File: config.mk
export PLATFORM = sky130hd
export DESIGN_NAME = softmax_seq_ctrl_flat
export DESIGN_NICKNAME = d
export VERILOG_FILES = /design/src/rtl/softmax_seq_ctrl_if.sv /design/src/rtl/softmax_seq_ctrl.sv /design/src/flat_wrapper.sv
export SDC_FILE = /design/constraint.sdc
export NUM_CORES = 1
export LEC_CHECK = 0
export ABC_AREA = 0
export BUFFER_PORTS_ARGS = -buffer_cell sky130_fd_sc_hd__buf_2
export CAP_MARGIN = 10
export CORE_ASPECT_RATIO = 0.9
export CORE_MARGIN = 10
export CORE_UTILIZATION = 25
export DETAILED_ROUTE_END_ITERATION = 8
export PLACE_DENSITY = 0.49
export SLEW_MARGIN = 20
export SYNTH_ARGS = -nofsm -noshare
export SYNTH_HDL_FRONTEND = slang
export SYNTH_SLANG_ARGS = --single-unit
export TNS_END_PERCENT = 20
File: constraint.sdc
create_clock -name clk -period 6.4 [get_ports clk]
set_input_delay 1.28 -clock clk [delete_from_list [all_inputs] [get_ports clk]]
set_output_delay 1.28 -clock clk [all_outputs]
set_load 0.02 [all_outputs]
File: src/rtl/softmax_seq_ctrl_if.sv
// softmax_seq_ctrl_if
//   Handshake bundle between the softmax sequencer and its stream neighbours.
//   Input side : in_valid (producer -> sequencer), in_ready (sequencer -> producer)
//   Output side: out_valid (sequencer -> consumer), out_ready (consumer -> sequencer)
//   Modports:
//     slave  - the sequencer: accepts the input stream, presents results
//     master - the surrounding stream logic / testbench
interface softmax_seq_ctrl_if;
  logic in_valid;
  logic in_ready;
  logic out_valid;
  logic out_ready;

  modport slave (
    input  in_valid,
    output in_ready,
    output out_valid,
    input  out_ready
  );

  modport master (
    output in_valid,
    input  in_ready,
    input  out_valid,
    output out_ready
  );
endinterface

File: src/rtl/softmax_seq_ctrl.sv
// softmax_seq_ctrl
//   Sequencer for the softmax engine. Loads one vector of runtime length into
//   the IFM buffer, optionally sweeps it once for the maximum, sweeps it once
//   per LUT segment for exp/accumulate, captures the sum, then drains the
//   normalised results through a valid/ready port.
//
//   Optional feature macro: SMX_MAXPASS_EN
//     defined   - MAX and WAIT_M states present, pass_max can assert
//     undefined - WAIT_L goes straight to EXP, pass_max tied to 0
//
//   Ports:
//     clk, rst_n      clock, asynchronous active-low reset
//     start, len      request to process a vector of len samples (IDLE only)
//     stream          slave side of softmax_seq_ctrl_if (in/out handshakes)
//     buf_wr_en/addr  buffer write strobe (= in_valid & in_ready) and address
//     buf_rd_en/addr  buffer read strobe and address (also result address)
//     rd_data_vld     buf_rd_en delayed by the one-cycle RAM latency
//     pass_max        current read pass is the max search
//     seg_idx         LUT segment of the current exp pass
//     acc_clr         one-cycle accumulator / max register clear
//     cap_en          one-cycle capture of the final sum into the divider
//     busy            high in every state except IDLE
//     done            one-cycle pulse after the last result is accepted
//     err_len         one-cycle pulse on start with len==0 or len>MAX_LEN
module softmax_seq_ctrl #(
  parameter  int DATA_WIDTH = 16,
  parameter  int MAX_LEN    = 1024,
  parameter  int LUT_SEGS   = 100,
  localparam int AW         = $clog2(MAX_LEN),
  localparam int SW         = (LUT_SEGS > 1) ? $clog2(LUT_SEGS) : 1
) (
  input  logic              clk,
  input  logic              rst_n,
  input  logic              start,
  input  logic [AW:0]       len,
  softmax_seq_ctrl_if.slave stream,
  output logic              buf_wr_en,
  output logic [AW-1:0]     buf_wr_addr,
  output logic              buf_rd_en,
  output logic [AW-1:0]     buf_rd_addr,
  output logic              rd_data_vld,
  output logic              pass_max,
  output logic [SW-1:0]     seg_idx,
  output logic              acc_clr,
  output logic              cap_en,
  output logic              busy,
  output logic              done,
  output logic              err_len
);

  localparam int LEN_W = AW + 1;

  typedef enum logic [3:0] {
    IDLE, LOAD, WAIT_L, MAX, WAIT_M, EXP, GAP, CAP, DRAIN, DONE
  } state_t;

  state_t           state_reg;
  logic [LEN_W-1:0] len_r;
  logic [LEN_W-1:0] wcnt_reg;
  logic [LEN_W-1:0] rcnt_reg;
  logic [SW-1:0]    seg_reg;

  logic in_ready_reg;
  logic out_valid_reg;
  logic buf_rd_en_reg;
  logic rd_data_vld_reg;
  logic acc_clr_reg;
  logic cap_en_reg;
  logic busy_reg;
  logic done_reg;
  logic err_len_reg;
`ifdef SMX_MAXPASS_EN
  logic pass_max_reg;
`endif

  logic [LEN_W-1:0] len_last;
  logic             len_ok;
  logic             wr_last;
  logic             rd_last;
  logic             seg_last;

  assign len_last = len_r - LEN_W'(1);
  assign len_ok   = (len != '0) && (len <= LEN_W'(MAX_LEN));
  assign wr_last  = (wcnt_reg == len_last);
  assign rd_last  = (rcnt_reg == len_last);
  assign seg_last = (seg_reg == SW'(LUT_SEGS - 1));

  // Every output except buf_wr_en is a register updated alongside the state,
  // so each one is already valid for the state being entered.
  always_ff @(posedge clk or negedge rst_n) begin
    if (!rst_n) begin
      state_reg       <= IDLE;
      len_r           <= '0;
      wcnt_reg        <= '0;
      rcnt_reg        <= '0;
      seg_reg         <= '0;
      in_ready_reg    <= 1'b0;
      out_valid_reg   <= 1'b0;
      buf_rd_en_reg   <= 1'b0;
      rd_data_vld_reg <= 1'b0;
      acc_clr_reg     <= 1'b0;
      cap_en_reg      <= 1'b0;
      busy_reg        <= 1'b0;
      done_reg        <= 1'b0;
      err_len_reg     <= 1'b0;
`ifdef SMX_MAXPASS_EN
      pass_max_reg    <= 1'b0;
`endif
    end else begin
      // single-cycle pulses default low
      acc_clr_reg     <= 1'b0;
      cap_en_reg      <= 1'b0;
      done_reg        <= 1'b0;
      err_len_reg     <= 1'b0;
      rd_data_vld_reg <= buf_rd_en_reg;

      case (state_reg)
        IDLE: begin
          if (start) begin
            if (len_ok) begin
              state_reg    <= LOAD;
              len_r        <= len;
              wcnt_reg     <= '0;
              acc_clr_reg  <= 1'b1;
              busy_reg     <= 1'b1;
              in_ready_reg <= 1'b1;
            end else begin
              err_len_reg  <= 1'b1;
            end
          end
        end

        LOAD: begin
          if (stream.in_valid) begin
            if (wr_last) begin
              // last write: clear here so wcnt never exceeds len_r-1
              state_reg    <= WAIT_L;
              wcnt_reg     <= '0;
              in_ready_reg <= 1'b0;
            end else begin
              wcnt_reg     <= wcnt_reg + LEN_W'(1);
            end
          end
        end

        WAIT_L: begin
          wcnt_reg      <= '0;
          rcnt_reg      <= '0;
          seg_reg       <= '0;
          buf_rd_en_reg <= 1'b1;
`ifdef SMX_MAXPASS_EN
          state_reg     <= MAX;
          pass_max_reg  <= 1'b1;
`else
          state_reg     <= EXP;
`endif
        end

`ifdef SMX_MAXPASS_EN
        MAX: begin
          if (rd_last) begin
            state_reg     <= WAIT_M;
            rcnt_reg      <= '0;
            pass_max_reg  <= 1'b0;
            buf_rd_en_reg <= 1'b0;
            // clear lands during WAIT_M, after the last max sample is in
            acc_clr_reg   <= 1'b1;
          end else begin
            rcnt_reg      <= rcnt_reg + LEN_W'(1);
          end
        end

        WAIT_M: begin
          state_reg     <= EXP;
          seg_reg       <= '0;
          rcnt_reg      <= '0;
          buf_rd_en_reg <= 1'b1;
        end
`endif

        EXP: begin
          if (rd_last) begin
            state_reg     <= GAP;
            rcnt_reg      <= '0;
            buf_rd_en_reg <= 1'b0;
          end else begin
            rcnt_reg      <= rcnt_reg + LEN_W'(1);
          end
        end

        GAP: begin
          if (seg_last) begin
            state_reg     <= CAP;
            cap_en_reg    <= 1'b1;
          end else begin
            state_reg     <= EXP;
            seg_reg       <= seg_reg + SW'(1);
            buf_rd_en_reg <= 1'b1;
          end
        end

        CAP: begin
          state_reg     <= DRAIN;
          rcnt_reg      <= '0;
          out_valid_reg <= 1'b1;
        end

        DRAIN: begin
          if (stream.out_ready) begin
            if (rd_last) begin
              state_reg     <= DONE;
              rcnt_reg      <= '0;
              out_valid_reg <= 1'b0;
              done_reg      <= 1'b1;
            end else begin
              rcnt_reg      <= rcnt_reg + LEN_W'(1);
            end
          end
        end

        DONE: begin
          // start is not looked at here; it is only honoured in IDLE
          state_reg <= IDLE;
          busy_reg  <= 1'b0;
          wcnt_reg  <= '0;
          rcnt_reg  <= '0;
          seg_reg   <= '0;
        end

        default: begin
          state_reg     <= IDLE;
          busy_reg      <= 1'b0;
          in_ready_reg  <= 1'b0;
          out_valid_reg <= 1'b0;
          buf_rd_en_reg <= 1'b0;
          wcnt_reg      <= '0;
          rcnt_reg      <= '0;
          seg_reg       <= '0;
        end
      endcase
    end
  end

  assign stream.in_ready  = in_ready_reg;
  assign stream.out_valid = out_valid_reg;

  assign buf_wr_en   = stream.in_valid & in_ready_reg;
  assign buf_wr_addr = wcnt_reg[AW-1:0];
  assign buf_rd_en   = buf_rd_en_reg;
  assign buf_rd_addr = rcnt_reg[AW-1:0];
  assign rd_data_vld = rd_data_vld_reg;
  assign seg_idx     = seg_reg;
  assign acc_clr     = acc_clr_reg;
  assign cap_en      = cap_en_reg;
  assign busy        = busy_reg;
  assign done        = done_reg;
  assign err_len     = err_len_reg;
`ifdef SMX_MAXPASS_EN
  assign pass_max    = pass_max_reg;
`else
  assign pass_max    = 1'b0;
`endif

endmodule

File: src/flat_wrapper.sv
// flat-port wrapper written by rule: the top's interface ports become plain ports
module softmax_seq_ctrl_flat 
#(
  parameter  int DATA_WIDTH = 16,
  parameter  int MAX_LEN    = 1024,
  parameter  int LUT_SEGS   = 100,
  localparam int AW         = $clog2(MAX_LEN),
  localparam int SW         = (LUT_SEGS > 1) ? $clog2(LUT_SEGS) : 1
)
  (clk, rst_n, start, len, buf_wr_en, buf_wr_addr, buf_rd_en, buf_rd_addr, rd_data_vld, pass_max, seg_idx, acc_clr, cap_en, busy, done, err_len, stream_in_valid, stream_in_ready, stream_out_valid, stream_out_ready);
  softmax_seq_ctrl_if stream_i ();
  input  logic clk;
  input  logic rst_n;
  input  logic start;
  input  logic [AW:0] len;
  output logic buf_wr_en;
  output logic [AW-1:0] buf_wr_addr;
  output logic buf_rd_en;
  output logic [AW-1:0] buf_rd_addr;
  output logic rd_data_vld;
  output logic pass_max;
  output logic [SW-1:0] seg_idx;
  output logic acc_clr;
  output logic cap_en;
  output logic busy;
  output logic done;
  output logic err_len;
  input wire logic [$bits(stream_i.in_valid)-1:0] stream_in_valid;
  output wire logic [$bits(stream_i.in_ready)-1:0] stream_in_ready;
  output wire logic [$bits(stream_i.out_valid)-1:0] stream_out_valid;
  input wire logic [$bits(stream_i.out_ready)-1:0] stream_out_ready;
  assign stream_i.in_valid = stream_in_valid;
  assign stream_in_ready = stream_i.in_ready;
  assign stream_out_valid = stream_i.out_valid;
  assign stream_i.out_ready = stream_out_ready;
  softmax_seq_ctrl #(.DATA_WIDTH(DATA_WIDTH), .MAX_LEN(MAX_LEN), .LUT_SEGS(LUT_SEGS)) u_core (.clk(clk), .rst_n(rst_n), .start(start), .len(len), .stream(stream_i), .buf_wr_en(buf_wr_en), .buf_wr_addr(buf_wr_addr), .buf_rd_en(buf_rd_en), .buf_rd_addr(buf_rd_addr), .rd_data_vld(rd_data_vld), .pass_max(pass_max), .seg_idx(seg_idx), .acc_clr(acc_clr), .cap_en(cap_en), .busy(busy), .done(done), .err_len(err_len));
endmodule
==> summary.txt <==
Power and ir drop
  • Power share of the combinational group: a little under half
  • Worst-case vdd ir drop: 0.226 mV
  • Power Density: 408 nW/um^2
  • Part of the power in the clock network: 17.5%
  • Psw: 0.781 mW
  • Static leakage power: around 1.8 nW
  • Design internal power: 0.879 mW
  • Fraction of power consumed by sequential logic: approximately a third
  • Switching Fraction: between 40% and 50%

Finish
  • Design Area, Final: 4070 sq um
  • Layout cell share with drive strength beyond 1: 17.5%
  • Number of nets in the layout: 459
  • Final antenna diode count: 0
  • P&R area growth vs syn: 9.93%

Detailed routing
  • Post-route ant nets: 0
  • DRT Wirelength: 9890 um
  • Starting DRC count in detailed routing: 197
  • Vias per cell: ~4.7
  • Number of DRC violations after detailed routing: 0
  • Average wire per standard cell: between 15 and 20 um
  • Number of iterations in the first detailed-routing pass: 4
  • Total via count after detailed routing: 2994

Placement
  • Cell area reported after detailed placement: 3910 sq um
  • Post-detailed-placement half-perimeter wirelength: 7590 um
  • Buffers on Ports: 52
  • Placer Congestion: 0.874
  • Post-Place Worst Slack: 2670 ps

Timing
  • Final period utilization: 53.9%
  • Setup repair after global routing missed its margin: false
  • Post-route clock skew: 7.30 ps
  • Worst Tran Pin Value: 729 ps
  • Top achievable clock speed: 290 MHz
  • Post-route minimum period: approximately 3400 ps
  • Smallest setup slack after layout: 2950 ps
  • # setup viols final: 0
  • Final TNS setup: 0 ps
  • Final hold violation count: 0
  • Final hold slack: between 400 and 500 ps
  • Worst slew margin relative to its limit: between 50% and 60%
  • Slew Limit Fails: 0

Critical path
  • Worst-case register-to-register setup slack: 3200 ps
  • Terminus of the critical flop-to-flop path: u_core.stream.out_valid
  • Critical path launch point type: input pin
  • Critical Path End Type: flop
  • Worst Path Arrival: 3690 ps
  • Top fanout value on the critical path: 3
  • Reg2Reg Launch Point: u_core.len_r[0]
  • Category of the most critical setup path: input pin to flop
  • Data required time of the critical path: 6650 ps
  • Depth of the most critical reg-to-reg path: 9

Yosys
  • Yosys warnings: 0
  • Flops & latches, synth: 53
  • Number of enable flip-flop cells after synthesis: 0
  • Number of distinct library cells after synthesis: 68
  • Async SR Flop Fraction: 100%
  • Primary flip-flop cell chosen by synthesis mapping: dfrtp_1
  • Mean instance size in the synthesized netlist: ~9 sq um
  • Portion of synthesized cell area occupied by the leading cell type: 35.8%
  • Net count of the mapped netlist: 441
  • Synthesized cell area: roughly 3700 sq um
  • Largest cells by area after synthesis: dfrtp_1, xnor2_1, nand2_1, buf_4, xor2_1
  • Count of mapped cells out of synthesis: 421
  • Largest area contributor in the synthesized netlist: dfrtp_1
  • Sequential share of the synthesized area: 35.8%

Global route
  • First-pass GRT wire length: 16400 um
  • Vias in the first global route: between 2000 and 3000
  • Initial antenna violation count: 0
  • Global route overflow: 0
  • Aggregate global-route resource usage: 10.1%
  • Largest net degree at the start of global routing: 54

Clock network
  • Skew-Pair Late Insertion Delay: 310 ps
  • CTS tree: yes
  • Number of levels in the clock H-tree: 2
  • CTS clock-pin slew for the worst setup and hold paths: 70 ps
  • Count of hold-fix buffers inserted at cts: 0
  • TritonCTS Buffers: 5
  • Number of buffers on the longest clock path: 2
  • Sink Count: 53
  • Root cell of the clock tree: clkbuf_16
  • Count of buffers added by post-CTS timing repair for setup: 0
  • Count of instances resized after the clock tree is built: 0

Hold path
  • Hold_sp: u_core.buf_rd_en
  • Worst Hold Class: flop to flop
  • Hold-critical path endpoint: u_core.rd_data_vld
  • Hold path cells: 0

Floorplanning
  • Top-level port count: 54
  • Die Y-Extent: around 140 um
  • Die Wd: 148 um
  • Die footprint: 20100 sq um
  • Initial Util: 25.4%
  • Row count: 42
  • Placeable core region: 14600 sq um

Run
  • Maxcap violations: 0

Outcome
  • Outcome: complete, no violations
[cell usage in the layout, fill, tap and decap left out, types with 5 or more instances in the layout]
cell / count
dfrtp_1: 53
nand2_1: 71
a21oi_1: 14
nor3_1: 14
nor2_1: 20
nor4_1: 9
nor2b_1: 7
xor2_1: 15
nand4_1: 8
inv_1: 12
nor4b_1: 5
o21ai_0: 15
nand3_1: 10
or3_1: 5
buf_2: 52
xnor2_1: 35
clkbuf_16: 5
and2_1: 6
or4_1: 5
[cells by family (layout without fill, tap and decap cells)]
kind of cell	after synthesis	count (layout)	synth area share (%)
AND/OR/NAND/NOR	186	186	27.0
AO/OA/AOI/OAI	68	68	13.1
buffers and inverters	55	74	9.73
flip-flops	53	53	35.8
XOR/XNOR	50	50	11.8
adder cells (fa/ha/maj)	4	4	1.35
multiplexers	4	4	1.11
other	1	1	0.101
[critical path, cell delays in order]
cell and delay, ps:
buf_2 100, or4_1 540, or4_1 560, a32oi_1 390
nand2_1 120, and4_1 250, o21ai_0 280, a21o_1 170
[cells in the mapped netlist, types with 2 or more instances]
master    count
dfrtp_1      53
and3_1        4
o21ai_0      15
nand2_1      71
nand3_1      10
buf_4        21
nor2b_1       7
nor4_1        9
a32oi_1       3
or4_1         5
nor2_1       20
or2_2         2
nor3_1       14
and2_1        6
mux2i_1       3
o21ba_2       2
nand2b_1      4
buf_6         5
buf_2         3
xnor2_1      35
a211oi_1      4
and4_1        2
o311ai_0      3
inv_1        12
o21bai_1      2
clkbuf_1     12
a21oi_1      14
a221o_1       2
a21o_1        3
a31oi_1       3
xor2_1       15
ha_1          4
nand4b_1      2
nor4b_1       5
nand4_1       8
o41ai_1       2
or3_1         5
[power by group through the flow]
stage	Sequential (mW)	Clock (mW)	Combinational, mW
2_1_floorplan	0.486	0	0.700
3_3_place_gp	0.581	0	0.788
3_5_place_dp	0.578	0	0.792
4_1_cts	0.571	0.305	0.795
5_1_grt	0.593	0.315	0.887
6_report	0.573	0.290	0.798
[cell type report]
cell class | count | area (sq um)
inverters | 12 | 45.0
flip-flops and latches | 53 | 1330
fillers | 1603 | 10500
clock buffers | 6 | 139
well taps | 198 | 248
multi-input cells | 313 | 2020
clock inverters | 2 | 17.5
repair buffers | 54 | 275
[per-layer routing]
metal  wire length (um)  GRT usage, %  part of all wire, %
met5                  0             0                    0
met2               4240          14.6                   43
met3                544          2.81                  5.5
met1               4990          14.0                   50
met4                115          3.41                  1.2
[worst max path at each step]
| stage | startpoint | end | slack [ps] | depth (start not counted) |
|---|---|---|---|---|
| floorplan | len[7] | u_core.stream.in_ready | 3110 | 7 |
| global placement | len[7] | u_core.stream.in_ready | 2660 | 8 |
| detailed placement | len[7] | u_core.len_r[0] | 2670 | 7 |
| CTS | len[7] | u_core.len_r[0] | 3000 | 7 |
| global route | len[7] | u_core.len_r[1] | 2670 | 8 |
| finish | len[7] | u_core.stream.in_ready | 2950 | 8 |
[through the flow]
stage	utilization [%]	cells	power, mW
finish	27.9	638	1.66
global route	27.9	638	1.80
CTS	27.8	638	1.67
detailed placement	26.8	630	1.37
global placement	26.8	630	1.37
floorplan	-	421	1.19
Power figures use the tool's default switching activity.
